File: src/rtl/systolic_ctrl_2by2_pkg.sv
// Shared constants and state encoding for the 2x2 systolic array sequencer.
// Optional build macro used by the top: SYSA_PERF_CNT_EN.
package sysa_pkg;

    // Default element width of operands and results.
    localparam int SYSA_DW = 8;

    // Number of cycles that operands are streamed into the array.
    localparam int FEED_LEN = 4;

    // Element positions inside a packed matrix {x22, x21, x12, x11}.
    localparam int IDX_11 = 0;
    localparam int IDX_12 = 1;
    localparam int IDX_21 = 2;
    localparam int IDX_22 = 3;

    typedef enum logic [2:0] {
        IDLE  = 3'd0,
        CLEAR = 3'd1,
        FEED  = 3'd2,
        DRAIN = 3'd3,
        DONE  = 3'd4
    } sysa_state_e;

endpackage

File: src/rtl/systolic_ctrl_2by2_if.sv
// Host-side request/result bundle of the systolic array sequencer.
// The host (master) posts operands with start and consumes res with res_ready.
interface systolic_ctrl_2by2_if #(
    parameter int DW = 8
);
    logic              start;
    logic [4*DW-1:0]   mat_a;
    logic [4*DW-1:0]   mat_b;
    logic              busy;
    logic [4*DW-1:0]   res;
    logic              res_valid;
    logic              res_ready;

    modport master (
        output start, mat_a, mat_b, res_ready,
        input  busy, res, res_valid
    );

    modport slave (
        input  start, mat_a, mat_b, res_ready,
        output busy, res, res_valid
    );
endinterface

File: src/rtl/systolic_ctrl_2by2_feed_mux.sv
// Skewed operand feed decode for the 2x2 array. Purely combinational from the
// registered feed flag, feed index and latched operands, so no input-to-output
// path exists through the controller.
module sysa_feed_mux_2by2
    import sysa_pkg::*;
#(
    parameter int DW = SYSA_DW
) (
    input  logic              feed_en,
    input  logic [1:0]        k,
    input  logic [4*DW-1:0]   op_a,
    input  logic [4*DW-1:0]   op_b,
    output logic [DW-1:0]     a1,
    output logic [DW-1:0]     a2,
    output logic [DW-1:0]     b1,
    output logic [DW-1:0]     b2
);

    logic [DW-1:0] a11, a12, a21, a22;
    logic [DW-1:0] b11, b12, b21, b22;

    assign a11 = op_a[IDX_11*DW +: DW];
    assign a12 = op_a[IDX_12*DW +: DW];
    assign a21 = op_a[IDX_21*DW +: DW];
    assign a22 = op_a[IDX_22*DW +: DW];
    assign b11 = op_b[IDX_11*DW +: DW];
    assign b12 = op_b[IDX_12*DW +: DW];
    assign b21 = op_b[IDX_21*DW +: DW];
    assign b22 = op_b[IDX_22*DW +: DW];

    // Row/column streams skewed by one cycle; the last feed slot flushes zeros.
    always_comb begin
        a1 = '0;
        a2 = '0;
        b1 = '0;
        b2 = '0;
        if (feed_en) begin
            case (k)
                2'd0: begin
                    a1 = a11;
                    b1 = b11;
                end
                2'd1: begin
                    a1 = a12;
                    b1 = b21;
                    a2 = a21;
                    b2 = b12;
                end
                2'd2: begin
                    a2 = a22;
                    b2 = b22;
                end
                default: ;
            endcase
        end
    end

endmodule

File: src/rtl/systolic_ctrl_2by2.sv
// Sequencer for the 2x2 systolic array: accepts one operand pair, clears the
// PE accumulators, streams skewed operands, waits for the array to drain and
// captures C = A*B for the host.
// Build macro SYSA_PERF_CNT_EN adds a saturating 16-bit completed-op counter.
//
// state | meaning
// ------+----------------------------------------------------------
// IDLE  | waiting for start; operands latched on accept
// CLEAR | array accumulators held in reset for one cycle
// FEED  | k = 0..3 operand streaming
// DRAIN | DRAIN_CYC cycles for the last products to settle; capture
// DONE  | result valid, waiting for res_ready
module systolic_ctrl_2by2
    import sysa_pkg::*;
#(
    parameter int DW        = SYSA_DW,
    parameter int DRAIN_CYC = 1
) (
    input  logic               clk,
    input  logic               reset,
    systolic_ctrl_2by2_if.slave host,
    output logic               arr_reset,
    output logic [DW-1:0]      a1,
    output logic [DW-1:0]      a2,
    output logic [DW-1:0]      b1,
    output logic [DW-1:0]      b2,
    input  logic [DW-1:0]      c1,
    input  logic [DW-1:0]      c2,
    input  logic [DW-1:0]      c3,
    input  logic [DW-1:0]      c4
`ifdef SYSA_PERF_CNT_EN
    ,
    output logic [15:0]        op_cnt
`endif
);

    localparam logic [2:0] S_IDLE  = IDLE;
    localparam logic [2:0] S_CLEAR = CLEAR;
    localparam logic [2:0] S_FEED  = FEED;
    localparam logic [2:0] S_DRAIN = DRAIN;
    localparam logic [2:0] S_DONE  = DONE;

    localparam logic [1:0] K_LAST     = 2'(FEED_LEN - 1);
    localparam logic [3:0] DRAIN_LOAD = 4'(DRAIN_CYC - 1);

    logic [2:0]      state;
    logic [1:0]      k;
    logic [3:0]      drain_cnt;
    logic [4*DW-1:0] op_a;
    logic [4*DW-1:0] op_b;
    logic [4*DW-1:0] res_q;
    logic            feed_en;

    // Main sequencer: state, feed index, drain timer, operand and result registers.
    always_ff @(posedge clk or negedge reset) begin
        if (!reset) begin
            state     <= S_IDLE;
            k         <= '0;
            drain_cnt <= '0;
            op_a      <= '0;
            op_b      <= '0;
            res_q     <= '0;
        end else begin
            case (state)
                S_IDLE: begin
                    if (host.start) begin
                        op_a  <= host.mat_a;
                        op_b  <= host.mat_b;
                        state <= S_CLEAR;
                    end
                end
                S_CLEAR: begin
                    k     <= '0;
                    state <= S_FEED;
                end
                S_FEED: begin
                    if (k == K_LAST) begin
                        k         <= '0;
                        drain_cnt <= DRAIN_LOAD;
                        state     <= S_DRAIN;
                    end else begin
                        k <= k + 2'd1;
                    end
                end
                S_DRAIN: begin
                    if (drain_cnt == 4'd0) begin
                        res_q <= {c4, c3, c2, c1};
                        state <= S_DONE;
                    end else begin
                        drain_cnt <= drain_cnt - 4'd1;
                    end
                end
                S_DONE: begin
                    if (host.res_ready) begin
                        state <= S_IDLE;
                    end
                end
                default: state <= S_IDLE;
            endcase
        end
    end

    assign feed_en        = (state == S_FEED);
    assign host.busy      = (state != S_IDLE);
    assign host.res_valid = (state == S_DONE);
    assign host.res       = res_q;

    // Array reset follows the block reset directly so an abort clears it at once.
    assign arr_reset = reset & (state != S_CLEAR);

    sysa_feed_mux_2by2 #(
        .DW(DW)
    ) u_feed_mux (
        .feed_en (feed_en),
        .k       (k),
        .op_a    (op_a),
        .op_b    (op_b),
        .a1      (a1),
        .a2      (a2),
        .b1      (b1),
        .b2      (b2)
    );

`ifdef SYSA_PERF_CNT_EN
    // Count completed result handshakes, sticking at all-ones.
    always_ff @(posedge clk or negedge reset) begin
        if (!reset) begin
            op_cnt <= '0;
        end else if ((state == S_DONE) && host.res_ready && (op_cnt != 16'hFFFF)) begin
            op_cnt <= op_cnt + 16'd1;
        end
    end
`endif

endmodule

File: src/flat_wrapper.sv
// flat-port wrapper written by rule: the top's interface ports become plain ports
module systolic_ctrl_2by2_flat import sysa_pkg::*;
#(
    parameter int DW        = SYSA_DW,
    parameter int DRAIN_CYC = 1
)
  (clk, reset, arr_reset, a1, a2, b1, b2, c1, c2, c3, c4, host_start, host_mat_a, host_mat_b, host_res_ready, host_busy, host_res, host_res_valid);
  systolic_ctrl_2by2_if #(.DW(DW)) host_i ();
  input  logic clk;
  input  logic reset;
  output logic arr_reset;
  output logic [DW-1:0] a1;
  output logic [DW-1:0] a2;
  output logic [DW-1:0] b1;
  output logic [DW-1:0] b2;
  input  logic [DW-1:0] c1;
  input  logic [DW-1:0] c2;
  input  logic [DW-1:0] c3;
  input  logic [DW-1:0] c4;
  input wire logic [$bits(host_i.start)-1:0] host_start;
  input wire logic [$bits(host_i.mat_a)-1:0] host_mat_a;
  input wire logic [$bits(host_i.mat_b)-1:0] host_mat_b;
  input wire logic [$bits(host_i.res_ready)-1:0] host_res_ready;
  output wire logic [$bits(host_i.busy)-1:0] host_busy;
  output wire logic [$bits(host_i.res)-1:0] host_res;
  output wire logic [$bits(host_i.res_valid)-1:0] host_res_valid;
  assign host_i.start = host_start;
  assign host_i.mat_a = host_mat_a;
  assign host_i.mat_b = host_mat_b;
  assign host_i.res_ready = host_res_ready;
  assign host_busy = host_i.busy;
  assign host_res = host_i.res;
  assign host_res_valid = host_i.res_valid;
  systolic_ctrl_2by2 #(.DW(DW), .DRAIN_CYC(DRAIN_CYC)) u_core (.clk(clk), .reset(reset), .host(host_i), .arr_reset(arr_reset), .a1(a1), .a2(a2), .b1(b1), .b2(b2), .c1(c1), .c2(c2), .c3(c3), .c4(c4));
endmodule
File: config.mk
export PLATFORM = sky130hd
export DESIGN_NAME = systolic_ctrl_2by2_flat
export DESIGN_NICKNAME = d
export VERILOG_FILES = /design/src/rtl/systolic_ctrl_2by2_pkg.sv /design/src/rtl/systolic_ctrl_2by2_if.sv /design/src/rtl/systolic_ctrl_2by2_feed_mux.sv /design/src/rtl/systolic_ctrl_2by2.sv /design/src/flat_wrapper.sv
export SDC_FILE = /design/constraint.sdc
export NUM_CORES = 1
export LEC_CHECK = 0
export ABC_AREA = 1
export CAP_MARGIN = 10
export CORE_ASPECT_RATIO = 1.5
export CORE_UTILIZATION = 46
export DETAILED_ROUTE_END_ITERATION = 7
export PLACE_DENSITY = 0.83
export SYNTH_ARGS = -nofsm -noshare
export SYNTH_HDL_FRONTEND = slang
export SYNTH_HIERARCHICAL = 1
export SYNTH_SLANG_ARGS = --single-unit
File: constraint.sdc
create_clock -name clk -period 2.18 [get_ports clk]
set_input_delay 0.545 -clock clk [delete_from_list [all_inputs] [get_ports clk]]
set_output_delay 0.545 -clock clk [all_outputs]
set_load 0.1 [all_outputs]
==> flow_summary.yaml <==
outcome:
  status: "finished with violations"
  violations: "setup timing"
floorplan:
  design.core.area_um2: 10200
  start_util: 0.478
  io_pins: 167
  die_y_um: 128
  num_rows: 45
  die_area_um2: 11000
  die_w_um: 86.0
routing:
  drtPass1Iterations: 6
  ant_nets: 0
  drc_errors: 0
  wl_per_cell_um: 14.9
  first_iter_violations: 266
  vias: 4475
  wirelength_um: 13500
  drt-vias-per-instance: 4.91
final_layout:
  diodes: 0
  layout-drive-gt1-share: 0.243
  area_growth_pct: 62.5
  layout.nets: 871
placed_design:
  port_buffers: 166
  dp_hpwl_um: 9440
  gp_congestion: 0.816
  place_ws_ps: 43.8
pwr:
  p_seq_frac: 0.260
  p_switching_mw: 6.89
  power.density_nw_per_um2: 1670
  switching_share: 0.521
  internal_power_mw: 6.33
  vdd_drop_max_mv: 1.34
  p_comb_frac: 0.606
  clkPwrFrac: 0.134
  total_power_mw: 13.2
  p_leak_nw: 3.72
critical_path:
  end_kind: "primary output"
  slowest_delay_ps: 420
  crit_path_end: "b2[6]"
  path_buf_inv: 3
  r2r-start: "u_core/state[2]$_DFFE_PN0P_"
  worstPathCellList: "buf_12 -> ha_4 -> clkbuf_16 -> nand2_2 -> a21oi_4 -> buf_12"
  cpMaxStageDelayCell: "dfrtp_2"
  path_depth: 6
  r2r_end: "u_core/op_b[29]$_DFFE_PN0P_"
  cp.arrival_ps: 1700
  cp-startpoint: "u_core/k[0]$_DFFE_PN0P_"
  r2r_slack_ps: 590
  cp_max_fo: 6
  cp-start-kind: "register"
  worstPathRequired_ps: 1630
  r2r_cells: 5
  critPathTopFamily: "buffers and inverters"
  path_class: "reg2out"
  critPathMostFrequentCell: "buf_12"
yosys:
  yosysUniqueCellTypes: 23
  ys_seq_elements: 105
  syn_nets: 700
  synthTopCellsByArea: "dfrtp_1, nand2_1, inv_1, o21ai_0, a21oi_1"
  yosysSeqAreaShare: 0.540
  synth.top_cell.area_share: 0.540
  avgSynthCellArea_um2: 8.20
  yosysWarnings: 6
  synthesis.area_um2: 4870
  synth_top_cell_by_area: "dfrtp_1"
  netlist_instances: 594
cts:
  h-tree-depth: 3
  cts_root_buffer: "clkbuf_16"
  clkSlewWorstSetupHoldPaths_ps: 70
  cts_tree: "built"
  clk_latency_ps: 350
  numCtsBuffers: 9
  cts_buffer_depth: 2
  cts.sinks: 105
timing:
  hold_viol: 0
  setup_tns_ps: -1230
  rsz0062_at_grt: "yes"
  relSlewSlack: 0.522
  tightest_slew_ps: 718
  drv_slew: 0
  fmax_mhz: 444
  fin_skew_ps: 9.37
  worst_slack_ps: -69.9
  finalSetupViolCount: 32
  min_period_ps: 2250
  post-route-period-util: 1.03
global_routing:
  antenna_found_initial: 0
  grt_first_pass_wirelength_um: 21900
  grt.total_usage: 0.258
  grt_overflow: 0
  grt_pass1_vias: 4690
  grt_max_degree: 82
worst_hold_path:
  hp-class: "in2async"
flow_run:
  maxCapViolations: 0
## cell type report
cell class | instances | area (um2)
timing repair buffer | 189 | 2220
sequential | 105 | 2630
inverter | 111 | 428
clock inverter | 5 | 77.6
tap | 141 | 176
multi-input combinational | 349 | 2130
clock buffer | 11 | 253
fill | 670 | 2280
## cells in the mapped netlist, drive strengths merged
cell type	n
nand2	187
inv	111
dfrtp	105
o21ai	101
a21oi	33
buf	20
nand3	11
clkbuf	10
nor2	7
ha	6
and2	1
nor3	1
or2	1
## kinds of logic (layout without fill, tap and decap cells)
family / count (synthesis) / after routing / share of synthesized area
AOI/OAI and AO/OA: 134 / 134 / 0.149
adders and majority gates: 6 / 6 / 0.0154
buffers and inverters: 141 / 316 / 0.127
DFF: 105 / 105 / 0.540
and+or+nand+nor: 208 / 209 / 0.169
## state kept, by name (all words and copies together) (netlist names)
register / count
u_core/op_a: 32
u_core/k: 2
u_core/host.res: 32
u_core/drain_cnt: 4
u_core/op_b: 32
u_core/state: 3
## cell usage in the layout, fill, tap and decap left out, types with 2 or more instances in the layout
cell type,Yosys,final
nand2_1,186,171
inv_1,111,106
dfrtp_1,105,103
clkdlybuf4s50_1,0,98
o21ai_0,62,62
buf_4,1,44
buf_12,0,42
a21oi_4,0,32
o21ai_1,26,26
o21ai_2,13,13
nand2_2,0,12
clkbuf_16,0,10
nand3_1,10,8
buf_6,9,4
nor2_1,5,4
nand2_4,1,3
ha_1,6,3
ha_4,0,3
clkbuf_8,0,2
clkinvlp_4,0,2
clkinv_2,0,2
bufinv_16,0,2
nand2_8,0,2
inv_2,0,2
nor2_4,1,2
nand3_2,1,2
dfrtp_2,0,2
## worst register-to-register path: stages (launching register included)
cell,delay [ps]
dfrtp_2,420
buf_4,160
nor2_2,220
nand3_4,120
buf_4,270
o21ai_0,300
## per-layer routing
metal | vias to the layer above | global-route usage | share of wire
li1 | 2152 | - | -
met1 | 2128 | 0.276 | 0.36
met2 | 169 | 0.474 | 0.54
met3 | 26 | 0.0650 | 0.068
met4 | 0 | 0.110 | 0.025
met5 | - | 0 | 0
## per-stage QoR
stage | hold slack, ps | instances | utilization | cell area [um2]
detailed placement | 470 | 883 | 0.711 | 7250
global placement | 468 | 883 | 0.711 | 7250
CTS | 345 | 909 | 0.768 | 7830
global route | 365 | 911 | 0.777 | 7910
floorplan | 249 | 594 | - | 5230
finish | 322 | 911 | 0.777 | 7910
## worst min path at each step
stage | start | endpoint | slack, ps
after detailed placement | u_core/host.res[18]$_DFFE_PN0P_ | u_core/host.res[18]$_DFFE_PN0P_ | 470
final | reset | u_core/k[0]$_DFFE_PN0P_ | 320
after global placement | u_core/host.res[21]$_DFFE_PN0P_ | u_core/host.res[21]$_DFFE_PN0P_ | 470
after CTS | reset | u_core/k[0]$_DFFE_PN0P_ | 340
after floorplan | reset | u_core/drain_cnt[0]$_DFFE_PN0P_ | 250
after global routing | reset | u_core/k[0]$_DFFE_PN0P_ | 370
## power by group through the flow
stage	clock network [mW]	logic, mW	registers [mW]
2_1_floorplan	0	3.49	5.40
3_3_place_gp	0	7.18	3.38
3_5_place_dp	0	7.36	3.44
4_1_cts	1.79	7.88	3.41
5_1_grt	1.88	8.48	3.55
6_report	1.77	8.02	3.44
## what timing repair did
item	4_1_cts	5_1_grt
gates resized for setup	32	16
hold buffers	0	0
pin swaps	8	9
endpoints found under the setup margin	32	33
gates cloned	2	1
setup buffers	9	1
hold endpoints to repair	0	0
No activity file was read; power rests on OpenSTA's default activity.
